$ cat config.mk
export PLATFORM = sky130hd
export DESIGN_NAME = stream_mux_arb
export DESIGN_NICKNAME = d
export VERILOG_FILES = /design/src/rtl/stream_mux_arb_pkg.sv /design/src/rtl/stream_mux_arb_rr_arbiter.sv /design/src/rtl/stream_mux_arb.sv
export SDC_FILE = /design/constraint.sdc
export NUM_CORES = 1
export LEC_CHECK = 0
export CAP_MARGIN = 20
export CORE_MARGIN = 2
export CORE_UTILIZATION = 38
export CTS_CLUSTER_DIAMETER = 30
export DETAILED_ROUTE_END_ITERATION = 7
export PLACE_DENSITY = 0.78
export SLEW_MARGIN = 40
export SYNTH_ARGS = -nofsm -noshare
export SYNTH_HDL_FRONTEND = slang
export SYNTH_SLANG_ARGS = --single-unit
$ cat constraint.sdc
create_clock -name clk -period 4.74 [get_ports clk]
set_input_delay 0.948 -clock clk [delete_from_list [all_inputs] [get_ports clk]]
set_output_delay 0.948 -clock clk [all_outputs]
set_load 0.05 [all_outputs]
$ cat src/rtl/stream_mux_arb_pkg.sv
// Shared definitions for the stream multiplexer: handshake constants,
// arbitration mode encodings and a wrap-around first-set search.
package stream_mux_arb_pkg;

    // Stream handshake levels
    localparam logic HS_VALID = 1'b1;
    localparam logic HS_READY = 1'b1;

    // Arbitration mode encodings (value of RR_MODE)
    localparam int ARB_FIXED = 0;
    localparam int ARB_RR    = 1;

    // Widest request vector the search helper supports
    localparam int MAX_REQ = 64;

    // Index of the first set bit of req[n-1:0] at or after start, wrapping
    // past n-1 back to 0. Returns n when no bit is set. start must be < n.
    function automatic logic [6:0] first_set_wrap(input logic [63:0] req,
                                                  input logic [6:0]  start,
                                                  input logic [6:0]  n);
        logic [6:0] idx;
        logic [6:0] res;
        logic       found;
        res   = n;
        found = 1'b0;
        for (int k = 0; k < MAX_REQ; k++) begin
            idx = start + 7'(k);
            if (idx >= n) idx = idx - n;
            if (!found && (7'(k) < n) && req[idx[5:0]]) begin
                res   = idx;
                found = 1'b1;
            end
        end
        return res;
    endfunction

endpackage

$ cat src/rtl/stream_mux_arb_rr_arbiter.sv
// Combinational wrap-around arbiter: grants the first requester at or after
// the pointer. A zero pointer turns it into a lowest-index-wins arbiter.
module rr_arbiter
    import stream_mux_arb_pkg::*;
#(
    parameter int NUM_IN = 4,
    parameter int SEL_W  = $clog2(NUM_IN)
) (
    input  logic [NUM_IN-1:0] req_i,
    input  logic [SEL_W-1:0]  ptr_i,
    output logic [NUM_IN-1:0] grant_o,
    output logic [SEL_W-1:0]  idx_o,
    output logic              any_o
);

    localparam logic [6:0] N7 = 7'(NUM_IN);

    logic [6:0] first;

    // Search upward from the pointer and encode the winner both ways
    always_comb begin
        first   = first_set_wrap(64'(req_i), 7'(ptr_i), N7);
        any_o   = (first != N7);
        idx_o   = SEL_W'(first);
        grant_o = any_o ? (NUM_IN'(1) << idx_o) : '0;
    end

endmodule

$ cat src/rtl/stream_mux_arb.sv
// N-input registered stream multiplexer. One requester is granted per cycle
// (round-robin, fixed priority, or forced channel) and its word is held in a
// single output register that reloads whenever it is empty or being drained.
module stream_mux_arb
    import stream_mux_arb_pkg::*;
#(
    parameter int WIDTH   = 8,
    parameter int NUM_IN  = 4,
    parameter int SEL_W   = $clog2(NUM_IN),
    parameter int RR_MODE = 1
) (
    input  logic                    clk,
    input  logic                    rst,
    input  logic [NUM_IN-1:0]       in_valid,
    input  logic [NUM_IN*WIDTH-1:0] in_data,
    output logic [NUM_IN-1:0]       in_ready,
    input  logic                    force_en,
    input  logic [SEL_W-1:0]        force_sel,
    output logic                    out_valid,
    output logic [WIDTH-1:0]        out_data,
    output logic [SEL_W-1:0]        out_sel,
    input  logic                    out_ready
);

    logic                           out_valid_q, out_valid_d;
    logic [WIDTH-1:0]               out_data_q,  out_data_d;
    logic [SEL_W-1:0]               out_sel_q,   out_sel_d;
    logic [SEL_W-1:0]               ptr_q,       ptr_d;

    logic [NUM_IN-1:0][WIDTH-1:0]   chan;
    logic [NUM_IN-1:0]              req;
    logic [SEL_W-1:0]               arb_ptr;
    logic [NUM_IN-1:0]              grant;
    logic [SEL_W-1:0]               gidx;
    logic                           gany;
    logic                           load_en;
    logic                           xfer;

    assign chan = in_data;

    // Request masking and handshake: force narrows the request set to one
    // channel (an out-of-range force_sel shifts the bit out, so no grant).
    // Fixed priority is the same search started from channel 0.
    always_comb begin
        req      = force_en ? (in_valid & (NUM_IN'(1) << force_sel)) : in_valid;
        arb_ptr  = (RR_MODE == ARB_RR) ? ptr_q : '0;
        load_en  = (out_valid_q != HS_VALID) || (out_ready == HS_READY);
        xfer     = gany && load_en;
        in_ready = grant & {NUM_IN{load_en & ~rst}};
    end

    rr_arbiter #(
        .NUM_IN (NUM_IN),
        .SEL_W  (SEL_W)
    ) u_arb (
        .req_i   (req),
        .ptr_i   (arb_ptr),
        .grant_o (grant),
        .idx_o   (gidx),
        .any_o   (gany)
    );

    // Next state of the output register and round-robin pointer
    always_comb begin
        out_valid_d = out_valid_q;
        out_data_d  = out_data_q;
        out_sel_d   = out_sel_q;
        ptr_d       = ptr_q;
        if (xfer) begin
            out_valid_d = 1'b1;
            out_data_d  = chan[gidx];
            out_sel_d   = gidx;
            if ((RR_MODE == ARB_RR) && !force_en)
                ptr_d = (gidx == SEL_W'(NUM_IN - 1)) ? '0 : gidx + SEL_W'(1);
        end else if (out_valid_q && out_ready) begin
            out_valid_d = 1'b0;
        end
    end

    // State registers; reset drops any held word without replay
    always_ff @(posedge clk or posedge rst) begin
        if (rst) begin
            out_valid_q <= 1'b0;
            out_data_q  <= '0;
            out_sel_q   <= '0;
            ptr_q       <= '0;
        end else begin
            out_valid_q <= out_valid_d;
            out_data_q  <= out_data_d;
            out_sel_q   <= out_sel_d;
            ptr_q       <= ptr_d;
        end
    end

    assign out_valid = out_valid_q;
    assign out_data  = out_data_q;
    assign out_sel   = out_sel_q;

endmodule
==> impl_metrics.py <==
metrics = {
    "floorplanning": {
        "die_w_um": 70.15,
        "ios": 57,
        "core_sq_um": 4294,
        "rows": 24,
        "start_util": 0.3872,
        "dieHeight_um": 70.15,
        "die-area_sq_um": 4921,
    },
    "drt": {
        "wirelength_um": 4683,
        "vias": 1725,
        "wire_per_inst_um": 16.55,
        "viasPerCell": 6.095,
        "dr.pass1.iters": 4,
        "drtIter0Drc": 125,
        "ant_nets": 0,
        "drc_errors": 0,
    },
    "logic_synthesis": {
        "synth_cell_types": 52,
        "async_flop_share": 1.000,
        "syn_area_sq_um": 1663,
        "yosysWarnings": 0,
        "netlist_top_cells_area": "dfrtp_1 20%, mux2i_1 8.4%, o211a_1 6.0%",
        "synth_nets": 226,
        "synth_cells": 178,
        "avgSynthCellArea_sq_um": 9.342,
        "ys.flop_type": "dfrtp_1",
        "synth_edf_count": 0,
        "synth_top_cell_area_share": 0.1956,
        "ys_ff_latch": 13,
        "yosysSeqAreaShare": 0.1956,
        "post-synth-top-count-cell": "mux2i_1",
        "synth_common_cells": "14 x mux2i_1, 13 x dfrtp_1, 10 x o211a_1",
        "yosysTopAreaCell": "dfrtp_1",
    },
    "clock_tree": {
        "cts_buffer_depth": 2,
        "postCtsSetupBuffers": 0,
        "cts_root_buf": "clkbuf_8",
        "worstSkewPairLatency_ps": 240,
        "cts_resized": 0,
        "postCtsHoldBufs": 0,
        "cts_tree": "built",
        "numCtsBuffers": 3,
        "clk_pin_slew_ps": 50,
        "htreeDepth": 1,
        "clock_sink_count": 13,
    },
    "global_route": {
        "grt_pass1_wl_um": 7755,
        "track_usage": 0.1902,
        "gr-total-overflow": 0,
        "grt_pass1_vias": 1623,
        "grt_max_degree": 50,
        "antenna_found_initial": 0,
    },
    "place": {
        "place_inst": 279,
        "routabilityCongestion": 0.8723,
        "dp_hpwl_um": 3426,
        "port_buffers": 56,
    },
    "setup_path": {
        "required_ps": 3790,
        "cp-start-kind": "input port",
        "crit_family": "buffers and inverters",
        "r2r_slack_ps": 1300,
        "cp_num_buf_inv": 4,
        "path_class": "input port to primary output",
        "critPathCaptureType": "primary output",
        "critPathMaxStageDelay_ps": 570,
        "path_cells": "clkdlybuf4s50_1, or4bb_1, o211a_1, mux2i_4, nor2_2, o31ai_1, buf_4, inv_1, ha_1, and2_1, buf_12",
        "cp_max_fo": 8,
        "cp_slowest_cell": "or4bb_1",
        "critPathArrivalTime_ps": 3620,
    },
    "timing": {
        "fmax_mhz": 219.0,
        "slew_headroom": 0.5374,
        "skew_ps": 2.007,
        "hold_violations": 0,
        "worst_pin_slew_ps": 691.4,
        "setup_viol_count_final": 0,
        "final.setup.tns_ps": 0,
        "rsz0062_at_grt": "false",
        "post-route-min-period_ps": 4565,
        "slew_viol_final": 0,
        "fin_crit_sh": 0.9631,
    },
    "flow_run": {
        "cap_violations": 0,
    },
    "run_status": {
        "status": "finished, final reports clean",
    },
    "final_layout": {
        "fill_cells": 397,
        "syn_to_final_growth_pct": 40.48,
        "nets": 280,
        "final_layout_size_suffix_gt1_frac": 0.1255,
        "antenna_cells": 0,
        "utilization": 0.5440,
        "fin_cells": 283,
    },
    "hold_path": {
        "hp-class": "flop to flop",
    },
    "pwr": {
        "power_density_nw_per_um2": 679.4,
        "peakVddDrop_mv": 0.4228,
        "p_leak_nw": 0.8698,
    },
}
[registers in the layout, summed over array words and instances (netlist names)]
register	cells
out_valid	1
arb_ptr	2
out_data	8
out_sel	2
[cells in the final DEF (no fill, tap or decap), types with 9 or more instances in the layout]
master,netlist,final
clkdlybuf4s50_1,0,52
dfrtp_1,13,13
mux2i_1,14,14
nand2b_1,9,9
nand3_1,9,9
o211a_1,10,10
o21ai_0,9,9
[path summary, 6_finish.rpt]
path,start,end,cells past startpoint
setup reg to reg,arb_ptr[0]$_DFFE_PP0P_,out_data[5]$_DFFE_PP0P_,12
hold reg to reg,out_sel[1]$_DFFE_PP0P_,out_sel[1]$_DFFE_PP0P_,1
min in group asynchronous,rst,out_valid$_DFFE_PP0P_,2
setup / recovery,force_sel[0],in_ready[1],11
hold / removal,out_sel[1]$_DFFE_PP0P_,out_sel[1]$_DFFE_PP0P_,1
max in group asynchronous,rst,out_data[5]$_DFFE_PP0P_,2
[per-layer routing]
metal,vias to the layer above,GRT usage,share of wire
met5,-,0,0
met4,0,0.05983,0.010
li1,839,-,-
met1,830,0.2712,0.49
met3,4,0.01876,0.047
met2,52,0.3026,0.45
[logic make-up (layout without fill, tap and decap cells)]
| group | Yosys count | in the layout | synth area share |
|---|---|---|---|
| simple gates | 55 | 55 | 0.2280 |
| buf+inv | 18 | 71 | 0.05341 |
| flops | 13 | 13 | 0.1956 |
| compound gates | 68 | 68 | 0.3582 |
| fa+ha+maj | 6 | 6 | 0.04515 |
| mux | 18 | 18 | 0.1196 |
[metrics by stage]
step / total power (W) / cell area (sq um) / hold WS, ps / worst slack, ps
after floorplan: 0.001149 / 1663 / 637.3 / 630.5
after global placement: 0.001469 / 2291 / 459.6 / 284.8
after detailed placement: 0.001480 / 2291 / 483.8 / 213.9
after CTS: 0.001589 / 2336 / 504.2 / 195.3
after global routing: 0.001714 / 2336 / 536.5 / 24.34
final: 0.001587 / 2336 / 497.3 / 174.8
[report_power, final]
part | switching (W) | internal [W]
sequential | 0.0000291 | 0.000170
combinational | 0.000757 | 0.000534
clock | 0.0000383 | 0.0000593
[layout make-up]
cell class              count  area (sq um)  share of cell area
multi-input cells         147          1249              0.5345
clock buffers               4         45.04             0.01928
flip-flops and latches     13         325.3              0.1393
well taps                  52         65.06             0.02785
inverters                   5         18.77            0.008034
repair buffers             62         633.1              0.2710
Power figures use the tool's default switching activity.
